[config.mk]
export PLATFORM = sky130hd
export DESIGN_NAME = uart_tx_fifo
export DESIGN_NICKNAME = d
export VERILOG_FILES = /design/src/rtl/uart_tx_fifo.sv
export SDC_FILE = /design/constraint.sdc
export NUM_CORES = 1
export LEC_CHECK = 0
export ABC_AREA = 0
export CORE_MARGIN = 8
export CORE_UTILIZATION = 40
export DETAILED_ROUTE_END_ITERATION = 10
export PLACE_DENSITY = 0.64
export SLEW_MARGIN = 20
export SYNTH_ARGS = -nofsm -noshare
export SYNTH_HDL_FRONTEND = slang
export SYNTH_SLANG_ARGS = --single-unit
[constraint.sdc]
create_clock -name clk -period 3.25 [get_ports clk]
set_input_delay 0.325 -clock clk [delete_from_list [all_inputs] [get_ports clk]]
set_output_delay 0.325 -clock clk [all_outputs]
set_load 0.02 [all_outputs]
[src/rtl/uart_tx_fifo.sv]
// uart_tx_fifo: buffered 8N1 UART transmitter, LSB first, idle-high line.
// Producers push bytes through tx_valid/tx_ready into a circular FIFO; the FSM serialises them onto RsTx.
module uart_tx_fifo #(
  parameter int CLKS_PER_BIT = 868,
  parameter int FIFO_AW      = 4
) (
  input  logic             clk,
  input  logic             rst,
  input  logic             tx_valid,
  input  logic [7:0]       tx_byte,
  output logic             tx_ready,
  output logic             RsTx,
  output logic             o_TX_Active,
  output logic             o_TX_Done,
  output logic [FIFO_AW:0] fifo_count
);
  localparam int                 DEPTH     = 1 << FIFO_AW;
  localparam logic [15:0]        BIT_LAST  = 16'(CLKS_PER_BIT - 1);
  localparam logic [FIFO_AW:0]   FULL      = DEPTH[FIFO_AW:0];
  localparam logic [FIFO_AW:0]   CNT_ONE   = 1;
  localparam logic [FIFO_AW-1:0] PTR_ONE   = 1;

  typedef enum logic [2:0] {
    IDLE  = 3'd0,
    START = 3'd1,
    DATA  = 3'd2,
    STOP  = 3'd3,
    DONE  = 3'd4
  } state_t;

  state_t             state, state_next;
  logic [7:0]         mem [DEPTH];
  logic [FIFO_AW-1:0] wr_ptr, rd_ptr;
  logic [FIFO_AW:0]   count_next;
  logic               push, pop;
  logic [7:0]         shift;
  logic [15:0]        clk_cnt;
  logic [2:0]         bit_idx;
  logic               bit_end;
  logic               line_d, active_d, done_d;

  // tx_ready is registered, so a full FIFO refuses a push even on a pop edge
  assign push    = tx_valid && tx_ready;
  assign pop     = (state == IDLE) && (fifo_count != '0);
  assign bit_end = (clk_cnt == BIT_LAST);

  always_comb begin
    count_next = fifo_count;
    if (push && !pop)
      count_next = fifo_count + CNT_ONE;
    else if (pop && !push)
      count_next = fifo_count - CNT_ONE;
  end

  always_ff @(posedge clk) begin
    if (push && !rst)
      mem[wr_ptr] <= tx_byte;
  end

  always_ff @(posedge clk) begin
    if (rst) begin
      wr_ptr     <= '0;
      rd_ptr     <= '0;
      fifo_count <= '0;
      tx_ready   <= 1'b1;
    end else begin
      if (push) wr_ptr <= wr_ptr + PTR_ONE;
      if (pop)  rd_ptr <= rd_ptr + PTR_ONE;
      fifo_count <= count_next;
      tx_ready   <= (count_next < FULL);
    end
  end

  always_ff @(posedge clk) begin
    if (rst)
      state <= IDLE;
    else
      state <= state_next;
  end

  always_comb begin
    state_next = IDLE;
    case (state)
      IDLE:    state_next = pop ? START : IDLE;
      START:   state_next = bit_end ? DATA : START;
      DATA:    state_next = (bit_end && bit_idx == 3'd7) ? STOP : DATA;
      STOP:    state_next = bit_end ? DONE : STOP;
      DONE:    state_next = IDLE;
      default: state_next = IDLE;
    endcase
  end

  // bit-period counter restarts at every bit boundary, so no drift accumulates
  always_ff @(posedge clk) begin
    if (rst) begin
      clk_cnt <= '0;
      bit_idx <= '0;
      shift   <= '0;
    end else if (pop) begin
      shift   <= mem[rd_ptr];
      clk_cnt <= '0;
      bit_idx <= '0;
    end else if (state == START || state == DATA || state == STOP) begin
      if (bit_end) begin
        clk_cnt <= '0;
        if (state == DATA) bit_idx <= bit_idx + 3'd1;
      end else begin
        clk_cnt <= clk_cnt + 16'd1;
      end
    end else begin
      clk_cnt <= '0;
    end
  end

  always_comb begin
    line_d   = 1'b1;
    active_d = 1'b0;
    done_d   = 1'b0;
    case (state)
      START: begin line_d = 1'b0;           active_d = 1'b1; end
      DATA:  begin line_d = shift[bit_idx]; active_d = 1'b1; end
      STOP:  active_d = 1'b1;
      DONE:  done_d = 1'b1;
      default: ;
    endcase
  end

  always_ff @(posedge clk) begin
    if (rst) begin
      RsTx        <= 1'b1;
      o_TX_Active <= 1'b0;
      o_TX_Done   <= 1'b0;
    end else begin
      RsTx        <= line_d;
      o_TX_Active <= active_d;
      o_TX_Done   <= done_d;
    end
  end
endmodule

==> key figures, run 1 <==
Status
  – Status: finished, final reports clean

Floorplan
  – Number of standard-cell rows in the floorplan: 49
  – Die Footprint: 22,600 sq um
  – Total I/O pin count: 20
  – DIE HEIGHT: 150 um
  – Die W: 150 um
  – Initial Util: 0.404
  – Floorplan core area: 17,800 sq um

Placement
  – Worst slack at placement: 0.694 ns
  – Final weighted congestion in routability-driven placement: 0.816
  – Hpwl dp: 8840 um
  – Count of port buffers added during placement: 19

Drt
  – Routed wire length per instance: 19.0 um
  – Total routed wirelength: 13,900 um
  – Remaining antenna violation count after routing: 0
  – Iteration count of the initial detailed-routing pass: 6
  – Drt via density: 5.37
  – Via Count: 3,917
  – Initial detailed-routing violation count: 245
  – Number of DRC violations after detailed routing: 0

Timing
  – Final hold vios: 0
  – Shortest period the worst path allows: 2.60 ns
  – Final number of setup-violating endpoints: 0
  – Final clock period utilization by the worst path: 0.801
  – Max Clock Freq: 0.384 GHz
  – Max-slew violation total from the final report: 0
  – Final sum of negative setup slack: 0 ns
  – Relative slew slack: 0.322
  – Post-layout worst setup margin: 0.648 ns
  – Slew of the pin with the lowest slew margin: 1.02 ns
  – Post-route clock skew: 0.00854 ns
  – Setup repair after global routing missed its margin: no

Synth
  – Adder-cell share of the synthesized area: 0.0208
  – Post-synthesis register bit count: 175
  – Instance count of the mapped netlist: 453
  – Share of the synthesized netlist area taken by xor and xnor gates: 0.0243
  – YS warnings: 0
  – Post-Synthesis Cell Area: 7210 sq um
  – Share of synthesized area spent on multiplexers: 0.130
  – Area fraction in compound gates after synthesis: 0.0417
  – Per-instance average area after synthesis: 15.9 sq um
  – Number of different library cells in the post-synthesis netlist: 52
  – Synth Area in Simple Gates: 0.0972
  – Mapped Nets: 476
  – Largest family of logic cells by synthesized area: multiplexers
  – EDFF count, synth: 128
  – Sequential area share after synthesis: 0.664
  – Async set-reset flop share out of synthesis: 0
  – Most frequently used flop master after synthesis: sky130_fd_sc_hd__edfxtp_1

CTS
  – Number of buffers inserted for hold repair after clock tree synthesis: 0
  – Maximum root-to-sink buffer count: 2
  – Number of gates resized after CTS: 0
  – CTS tree: done
  – Clock tree root driver cell: sky130_fd_sc_hd__clkbuf_16
  – Number of levels in the clock H-tree: 4
  – CTS buffer count: 17
  – Buffer count from post-CTS setup fixing: 0
  – Worst-skew pair later-pin latency: 0.43 ns
  – Number of clock sinks: 175
  – Clock transition time at the flip-flop clock pins of the worst setup and hold paths: 0.07 ns

Layout
  – Layout filler cell count: 1,509
  – Synth-to-Final Area Change: 15.6%
  – NumNets Final: 511
  – Most common library cell in the layout ignoring fill and taps: sky130_fd_sc_hd__edfxtp_1
  – Fraction of final layout cells with drive strength greater than 1: 0.206
  – Multi-input logic area: 2260 sq um
  – Number of antenna diodes: 0
  – Area used by sequential logic in the layout: 4790 sq um
  – Most frequent cells in the layout: 128 x sky130_fd_sc_hd__edfxtp_1, 46 x sky130_fd_sc_hd__dfxtp_1, 39 x sky130_fd_sc_hd__nor2_1

Setup path
  – Data required time of the worst path: 3.59 ns
  – Worst Reg2Reg Path Length in Cells: 9
  – Reg-to-Reg End: fifo_count[3]$_SDFFE_PP0P_
  – R2R Path Start: fifo_count[0]$_SDFFE_PP0P_
  – CP Launch Point: fifo_count[0]$_SDFFE_PP0P_
  – Reg-to-reg setup timing slack: 0.65 ns
  – Critical Path Sink: fifo_count[3]$_SDFFE_PP0P_
  – Endpoint class of the critical path: flop
  – Startpoint class of the critical path: flop
  – Worst Setup Path Type: flop to flop
  – Largest fanout of any net on the critical path: 15
  – Worst path arrival time: 2.94 ns

GRT
  – Number of antenna violations at the first check in global routing: 0
  – Number of global-route vias before repair: 3,995
  – GR Overflow Total: 0
  – Pin count of the biggest net entering global routing: 35
  – GRT Util Overall: 0.133
  – Global-route wire length before repair: 22,500 um

Min path
  – Type of the worst min-delay path: flop to flop
  – Worst hold path cell count: 1

Pwr
  – Worst voltage drop across the vdd grid: 0.473 mV
  – Leakage Power: 0.00266 uW
  – Ratio of total power to cell area: 698 nW/um^2

Flow run
  – Max-cap violations: 0
-- how the worst min path moves through the flow --
stage | startpoint | endpoint | slack [ns]
6_report | clk_cnt[0]$_SDFF_PP0_ | clk_cnt[0]$_SDFF_PP0_ | 0.47
5_1_grt | clk_cnt[0]$_SDFF_PP0_ | clk_cnt[0]$_SDFF_PP0_ | 0.48
4_1_cts | clk_cnt[0]$_SDFF_PP0_ | clk_cnt[0]$_SDFF_PP0_ | 0.47
3_5_place_dp | clk_cnt[0]$_SDFF_PP0_ | clk_cnt[0]$_SDFF_PP0_ | 0.46
3_3_place_gp | clk_cnt[0]$_SDFF_PP0_ | clk_cnt[0]$_SDFF_PP0_ | 0.44
2_1_floorplan | tx_byte[0] | mem[0][0]$_DFFE_PP_ | 0.42
-- state kept, by name (all words and copies together) (netlist names) --
register     count
mem            128
o_TX_Active      1
shift            8
fifo_count       5
bit_idx          3
state            3
RsTx             1
tx_ready         1
wr_ptr           4
clk_cnt         16
o_TX_Done        1
rd_ptr           4
-- layout make-up --
class,count,share of cell area
Sequential cell,175,0.574
Multi-Input combinational cell,246,0.272
Clock buffer,17,0.0511
Timing Repair Buffer,38,0.0414
Tap cell,229,0.0344
Clock inverter,15,0.0227
Inverter,10,0.00451
-- kinds of logic (layout without fill, tap and decap cells) --
family	Yosys count	count (layout)
DFF	175	175
and+or+nand+nor	126	126
muxes	51	51
AOI/OAI and AO/OA	37	37
buffers and inverters	32	80
xor gates and xnor gates	20	20
adders and majority gates	12	12
-- stage by stage --
| stage | util | instances | power (uW) | cell area (sq um) | hold slack [ns] |
|---|---|---|---|---|---|
| 2_1_floorplan | - | 453 | 3560 | 7210 | 0.424 |
| 3_3_place_gp | 0.433 | 698 | 3800 | 7720 | 0.445 |
| 3_5_place_dp | 0.433 | 698 | 3860 | 7720 | 0.460 |
| 4_1_cts | 0.467 | 730 | 5870 | 8330 | 0.471 |
| 5_1_grt | 0.467 | 730 | 6080 | 8330 | 0.480 |
| 6_report | 0.467 | 730 | 5810 | 8330 | 0.468 |
-- power breakdown --
group / leakage, uW / internal [uW] / switching [uW]
Sequential: 0.00153 / 2530 / 167
Clock: 0.000289 / 1040 / 977
Combinational: 0.000837 / 508 / 587
-- routing by layer --
metal	routed length, um	vias to the layer above	GRT usage
met3	632	11	0.0361
met1	5900	2001	0.163
met4	122	0	0.0415
met2	7230	76	0.223
met5	0	-	0
li1	-	1829	-
-- Yosys cell counts, types with 2 or more instances --
| library cell | instances | share of area |
|---|---|---|
| sky130_fd_sc_hd__o221ai_2 | 8 | 0.017 |
| sky130_fd_sc_hd__mux4_2 | 34 | 0.11 |
| sky130_fd_sc_hd__nand2_1 | 20 | 0.010 |
| sky130_fd_sc_hd__xor2_1 | 12 | 0.015 |
| sky130_fd_sc_hd__nand3_1 | 13 | 0.0090 |
| sky130_fd_sc_hd__xnor2_1 | 8 | 0.0097 |
| sky130_fd_sc_hd__and3_1 | 4 | 0.0035 |
| sky130_fd_sc_hd__and4_1 | 2 | 0.0024 |
| sky130_fd_sc_hd__nand2b_1 | 5 | 0.0043 |
| sky130_fd_sc_hd__a21oi_1 | 11 | 0.0076 |
| sky130_fd_sc_hd__clkbuf_1 | 8 | 0.0042 |
| sky130_fd_sc_hd__or3_1 | 4 | 0.0035 |
| sky130_fd_sc_hd__inv_1 | 10 | 0.0052 |
| sky130_fd_sc_hd__dfxtp_1 | 47 | 0.13 |
| sky130_fd_sc_hd__nor3_1 | 8 | 0.0056 |
| sky130_fd_sc_hd__o21ai_0 | 6 | 0.0042 |
| sky130_fd_sc_hd__buf_6 | 2 | 0.0031 |
| sky130_fd_sc_hd__nand3b_1 | 9 | 0.0094 |
| sky130_fd_sc_hd__nor2_1 | 39 | 0.020 |
| sky130_fd_sc_hd__buf_4 | 4 | 0.0042 |
| sky130_fd_sc_hd__mux2i_1 | 17 | 0.024 |
| sky130_fd_sc_hd__buf_2 | 7 | 0.0049 |
| sky130_fd_sc_hd__edfxtp_1 | 128 | 0.53 |
| sky130_fd_sc_hd__nand4_1 | 7 | 0.0061 |
| sky130_fd_sc_hd__a211oi_1 | 2 | 0.0021 |
| sky130_fd_sc_hd__ha_1 | 12 | 0.021 |
-- critical path: stages (launching register included) --
cell	delay, ns
sky130_fd_sc_hd__dfxtp_1	0.45
sky130_fd_sc_hd__inv_1	0.10
sky130_fd_sc_hd__ha_1	0.26
sky130_fd_sc_hd__or4b_1	0.32
sky130_fd_sc_hd__nand2_4	0.18
sky130_fd_sc_hd__ha_1	0.32
sky130_fd_sc_hd__nand2b_1	0.24
sky130_fd_sc_hd__o41ai_1	0.27
sky130_fd_sc_hd__a21oi_1	0.14
sky130_fd_sc_hd__a311oi_1	0.24
No activity file was read; power rests on OpenSTA's default activity.
==> run 2: changes to the inputs <==
PLACE_DENSITY = 0.66   (was 0.64)
clock period = 2.1 ns   (was 3.25 ns; I/O delays follow)
==> key figures, run 2 (synthesis gave the netlist of run 1 again) <==
Setup path
  – Largest stage delay, worst path: 0.52 ns
  – R2R Path Start: fifo_count[0]$_SDFFE_PP0P_
  – Largest fanout of any net on the critical path: 7
  – Reg-to-Reg End: fifo_count[4]$_SDFF_PP0_
  – Reg-to-reg setup timing slack: 0.05 ns
  – Worst Reg2Reg Path Length in Cells: 9
  – Startpoint class of the critical path: flop
  – Worst path arrival time: 2.36 ns
  – Most repeated library cell on the critical path: sky130_fd_sc_hd__ha_4
  – Endpoint class of the critical path: flop
  – Data required time of the worst path: 2.41 ns
  – Worst Setup Path Type: flop to flop
  – List of cells traversed by the critical path: inv_4, ha_4, or4b_4, nand2_4, ha_4, nand2b_4, o22ai_2, xor2_1, nor2b_2
  – Slowest stage cell, crit path: sky130_fd_sc_hd__or4b_4

Placement
  – Worst slack at placement: 0.0326 ns
  – Area after detailed placement: 7850 sq um
  – Count of port buffers added during placement: 19
  – Hpwl dp: 9210 um
  – Final weighted congestion in routability-driven placement: 0.862

Timing
  – Shortest period the worst path allows: 2.05 ns
  – Post-route clock skew: 0.00869 ns
  – Max Clock Freq: 0.488 GHz
  – Max-slew violation total from the final report: 0
  – Final number of setup-violating endpoints: 0
  – Final hold vios: 0
  – Setup repair after global routing missed its margin: yes
  – Final clock period utilization by the worst path: 0.976
  – Relative slew slack: 0.560
  – Slew of the pin with the lowest slew margin: 0.658 ns
  – Post-layout worst setup margin: 0.0510 ns

Floorplan
  – Floorplan core area: 17,800 sq um
  – Initial Util: 0.404
  – Total I/O pin count: 20
  – DIE HEIGHT: 150 um
  – Number of standard-cell rows in the floorplan: 49
  – Die W: 150 um
  – Die Footprint: 22,600 sq um

Min path
  – Type of the worst min-delay path: flop to flop
  – Worst hold path cell count: 2
  – Min-Delay Startpoint: clk_cnt[15]$_SDFF_PP0_
  – Endpoint, Worst Hold: clk_cnt[15]$_SDFF_PP0_

Drt
  – Number of DRC violations after detailed routing: 0
  – Via Count: 3,953
  – Remaining antenna violation count after routing: 0
  – Initial detailed-routing violation count: 262
  – Drt via density: 5.33
  – Iteration count of the initial detailed-routing pass: 4
  – Routed wire length per instance: 19.2 um
  – Total routed wirelength: 14,200 um

CTS
  – CTS buffer count: 17
  – Number of levels in the clock H-tree: 4
  – Clock transition time at the flip-flop clock pins of the worst setup and hold paths: 0.07 ns
  – Maximum root-to-sink buffer count: 2
  – Number of buffers inserted for hold repair after clock tree synthesis: 0
  – Worst-skew pair later-pin latency: 0.42 ns
  – Number of clock sinks: 175
  – CTS tree: done
  – Clock tree root driver cell: sky130_fd_sc_hd__clkbuf_16

GRT
  – Number of antenna violations at the first check in global routing: 0
  – GR Overflow Total: 0
  – GRT Util Overall: 0.134
  – Global-route wire length before repair: 22,900 um
  – Pin count of the biggest net entering global routing: 35
  – Number of global-route vias before repair: 4,047

Layout
  – Number of flip-flops under the largest register name: 128
  – Area used by sequential logic in the layout: 4790 sq um
  – Layout filler cell count: 1,470
  – Multi-input logic area: 2330 sq um
  – Non-Filler Cell Area, Final: 8510 sq um
  – Synth-to-Final Area Change: 18.0%
  – Number of antenna diodes: 0
  – Fraction of final layout cells with drive strength greater than 1: 0.248
  – NumNets Final: 523
  – Most common library cell in the layout ignoring fill and taps: sky130_fd_sc_hd__edfxtp_1
  – Top flop regs: mem (128), clk_cnt (16), shift (8)
  – Register containing the most flip-flops in the final layout: mem
  – Most frequent cells in the layout: 128 x sky130_fd_sc_hd__edfxtp_1, 44 x sky130_fd_sc_hd__dfxtp_1, 39 x sky130_fd_sc_hd__nor2_1

Status
  – Status: finished, final reports clean

Flow run
  – Max-cap violations: 0

Pwr
  – Leakage Power: 0.00275 uW
  – Ratio of total power to cell area: 1100 nW/um^2
  – Worst voltage drop across the vdd grid: 1.16 mV
## run 2: through the flow
step	TNS [ns]	hold slack, ns	utilization	total power, uW	std cells
after global placement	0	0.443	0.440	6140	703
final	0	0.498	0.477	9370	742
after detailed placement	0	0.489	0.440	6200	703
after global routing	-0.0677	0.524	0.477	9810	742
after floorplan	-0.0234	0.309	-	5690	453
after CTS	0	0.499	0.473	9310	735
## run 2: worst max path at each step
| stage | from | to | slack [ns] | cells after the start |
|---|---|---|---|---|
| 2_1_floorplan | fifo_count[0]$_SDFFE_PP0P_ | fifo_count[4]$_SDFF_PP0_ | -0.02 | 11 |
| 3_3_place_gp | tx_valid | mem[1][5]$_DFFE_PP_ | 0.14 | 6 |
| 3_5_place_dp | fifo_count[0]$_SDFFE_PP0P_ | fifo_count[3]$_SDFFE_PP0P_ | 0.03 | 9 |
| 4_1_cts | fifo_count[1]$_SDFFE_PP0P_ | fifo_count[3]$_SDFFE_PP0P_ | 0.02 | 9 |
| 5_1_grt | fifo_count[0]$_SDFFE_PP0P_ | fifo_count[3]$_SDFFE_PP0P_ | -0.04 | 9 |
| 6_report | fifo_count[0]$_SDFFE_PP0P_ | fifo_count[4]$_SDFF_PP0_ | 0.05 | 9 |
## run 2: area by class of cell
class,instances,share of cell area
well taps,229,0.0337
clock inverters,15,0.0194
multi-input cells,246,0.274
inverters,10,0.00500
flip-flops and latches,175,0.564
clock buffers,17,0.0500
repair buffers,50,0.0541
## run 2: power breakdown
part	leakage, uW	switching, uW	internal, uW
clock network	0.000292	1410	1700
registers	0.00154	165	3920
logic	0.000920	1120	1050
## run 2: critical path, delay by kind of cell (launching register included)
family                     cells  cell delay [ns]
buffers and inverters          1             0.06
adders and majority gates      2             0.30
and+or+nand+nor                4             0.95
AOI/OAI and AO/OA              1             0.08
xor gates and xnor gates       1             0.18
DFF                            1             0.37
## run 2: what timing repair did
item | 4_1_cts | 5_1_grt
setup endpoints to repair | 0 | 4
buffers inserted | 0 | 7
gates resized for setup | 0 | 4
## run 2: layer usage
metal | global-route usage | part of all wire | wire length, um | vias up
li1 | - | - | - | 1860
met5 | 0 | 0 | 0 | -
met3 | 0.0358 | 0.042 | 601 | 4
met4 | 0.0360 | 0.0041 | 58 | 0
met1 | 0.174 | 0.45 | 6370 | 2011
met2 | 0.220 | 0.51 | 7190 | 78
==> run 3: changes to the inputs <==
CORE_MARGIN = 1.5   (was 8)
clock period = 1.79 ns   (was 2.1 ns; I/O delays follow)
==> key figures, run 3 (synthesis gave the netlist of run 1 again) <==
Status
  – Status: finished with violations
  – Violations in the final reports: setup timing

CTS
  – Worst-skew pair later-pin latency: 0.44 ns
  – Number of levels in the clock H-tree: 4
  – Clock transition time at the flip-flop clock pins of the worst setup and hold paths: 0.06 ns
  – CTS buffer count: 17
  – Number of clock sinks: 175
  – CTS tree: done
  – Maximum root-to-sink buffer count: 2
  – Clock tree root driver cell: sky130_fd_sc_hd__clkbuf_16

Pwr
  – Leakage Power: 0.00284 uW
  – Switch share: 0.286
  – Worst voltage drop across the vdd grid: 0.998 mV
  – Clock share of power: 0.308
  – Combinational Power Share: 0.262
  – Register share of total power: 0.430
  – Ratio of total power to cell area: 1270 nW/um^2
  – Internal power: 7890 uW
  – Net load switching power: 3170 uW

GRT
  – Pin count of the biggest net entering global routing: 35
  – Global-route wire length before repair: 22,300 um
  – Number of global-route vias before repair: 4,066
  – GR Overflow Total: 0
  – GRT Util Overall: 0.165
  – Number of antenna violations at the first check in global routing: 0

Timing
  – Post-route clock skew: 0.0121 ns
  – Max-slew violation total from the final report: 0
  – Relative slew slack: 0.577
  – Setup repair after global routing missed its margin: yes
  – Shortest period the worst path allows: 1.92 ns
  – Post-layout worst setup margin: -0.133 ns
  – Slew of the pin with the lowest slew margin: 0.632 ns
  – Final clock period utilization by the worst path: 1.07
  – Final hold vios: 0
  – Max Clock Freq: 0.520 GHz
  – Final number of setup-violating endpoints: 6

Drt
  – Metal-1 WL: 6380 um
  – Iteration count of the initial detailed-routing pass: 4
  – Remaining antenna violation count after routing: 0
  – Drt via density: 5.27
  – Met2 wirelength from detailed routing: 6940 um
  – Initial detailed-routing violation count: 238
  – Routed wire length on met3: 519 um
  – Via Count: 4,005
  – Top sig layer: met4
  – Number of DRC violations after detailed routing: 0
  – Total routed wirelength: 14,000 um
  – Routed wire length per instance: 18.4 um

Setup path
  – Largest fanout of any net on the critical path: 5
  – CP Launch Point: fifo_count[1]$_SDFFE_PP0P_
  – Data required time of the worst path: 2.12 ns
  – R2R Path Start: fifo_count[1]$_SDFFE_PP0P_
  – Reg-to-reg setup timing slack: -0.13 ns
  – Worst path arrival time: 2.25 ns
  – Endpoint class of the critical path: flop
  – Worst Setup Path Type: flop to flop
  – Startpoint class of the critical path: flop
  – Worst Reg2Reg Path Length in Cells: 9

Layout
  – Fraction of final layout cells with drive strength greater than 1: 0.288
  – Most common library cell in the layout ignoring fill and taps: sky130_fd_sc_hd__edfxtp_1
  – Most frequent cells in the layout: 128 x sky130_fd_sc_hd__edfxtp_1, 45 x sky130_fd_sc_hd__buf_4, 44 x sky130_fd_sc_hd__dfxtp_1
  – NumNets Final: 545
  – Non-filler cells in the finished layout: 760
  – Number of flip-flops under the largest register name: 128
  – Top flop regs: mem (128), clk_cnt (16), shift (8)
  – Synth-to-Final Area Change: 20.6%
  – Number of antenna diodes: 0
  – Non-Filler Cell Area, Final: 8690 sq um
  – Register containing the most flip-flops in the final layout: mem

Floorplan
  – Total I/O pin count: 20
  – Initial Util: 0.412
  – Number of standard-cell rows in the floorplan: 48
  – Floorplan core area: 17,500 sq um
  – Die W: 137 um
  – DIE HEIGHT: 137 um
  – Die Footprint: 18,800 sq um

Placement
  – Number of placed instances with taps included: 724
  – Count of port buffers added during placement: 19
  – Area after detailed placement: 8090 sq um
  – Hpwl dp: 9200 um
  – Final weighted congestion in routability-driven placement: 0.841

Min path
  – Type of the worst min-delay path: primary input to flop
  – Min-Delay Startpoint: rst
  – Worst hold path cell count: 2

Flow run
  – Max-cap violations: 0
==> run 3: cell count changes in the layout (fill, tap and decap cells not counted), sizes merged <==
cell,delta
buf,+22
clkbuf,+1
bufinv,-1
inv,-4
clkinvlp,+4
==> run 3: what timing repair did <==
| action | CTS | global route |
|---|---|---|
| hold buffers | 0 | 0 |
| setup endpoints to repair | 6 | 16 |
| resized for setup | 3 | 5 |
| pin swaps | 7 | 4 |
| cloned | 0 | 0 |
| buffers inserted | 3 | 1 |
| hold endpoints to repair | 0 | 0 |
==> run 3: critical path: stages (launching register included) <==
cell and delay, ns:
sky130_fd_sc_hd__dfxtp_4 0.35, sky130_fd_sc_hd__inv_4 0.06, sky130_fd_sc_hd__ha_4 0.13, sky130_fd_sc_hd__or4b_4 0.48, sky130_fd_sc_hd__nand2_4 0.10, sky130_fd_sc_hd__ha_4 0.16
sky130_fd_sc_hd__nand2b_4 0.15, sky130_fd_sc_hd__o22ai_2 0.09, sky130_fd_sc_hd__xor2_2 0.16, sky130_fd_sc_hd__nor2b_1 0.14
==> run 3: area by class of cell <==
type / count / area, sq um
Multi-Input combinational cell: 246 / 2360
Timing Repair Buffer: 72 / 671
Inverter: 10 / 42.5
Clock buffer: 18 / 429
Clock inverter: 14 / 108
Sequential cell: 175 / 4790
Fill cell: 1430 / 8790
Tap cell: 225 / 282
==> run 3: worst paths after layout <==
check                                                 to
worst max-delay path            fifo_count[4]$_SDFF_PP0_
worst min-delay path                o_TX_Done$_SDFF_PP0_
worst max register to register  fifo_count[4]$_SDFF_PP0_
worst min register to register     clk_cnt[0]$_SDFF_PP0_
==> run 3: power groups by stage <==
stage	clock network [uW]	logic, uW	registers [uW]
after global routing	3610	3150	4790
final	3400	2890	4760
after detailed placement	0	2790	4840
after CTS	3440	2870	4760
after floorplan	0	1830	4870
after global placement	0	2730	4830
==> run 3: metrics by stage <==
stage          setup TNS (ns)  setup WS [ns]   util  hold WS (ns)  power, uW
2_1_floorplan           -1.51         -0.326      -         0.278       6700
3_3_place_gp          -0.0793        -0.0459  0.463         0.443       7560
3_5_place_dp           -0.637         -0.152  0.463         0.462       7640
4_1_cts                -0.515         -0.155  0.495         0.441      11100
5_1_grt                 -1.00         -0.210  0.497         0.466      11500
6_report               -0.483         -0.133  0.497         0.464      11100
==> run 3: metal layers <==
metal | up-vias | track usage
met5 | - | 0
met3 | 15 | 0.0430
met4 | 0 | 0.0596
met2 | 88 | 0.270
li1 | 1892 | -
met1 | 2010 | 0.212
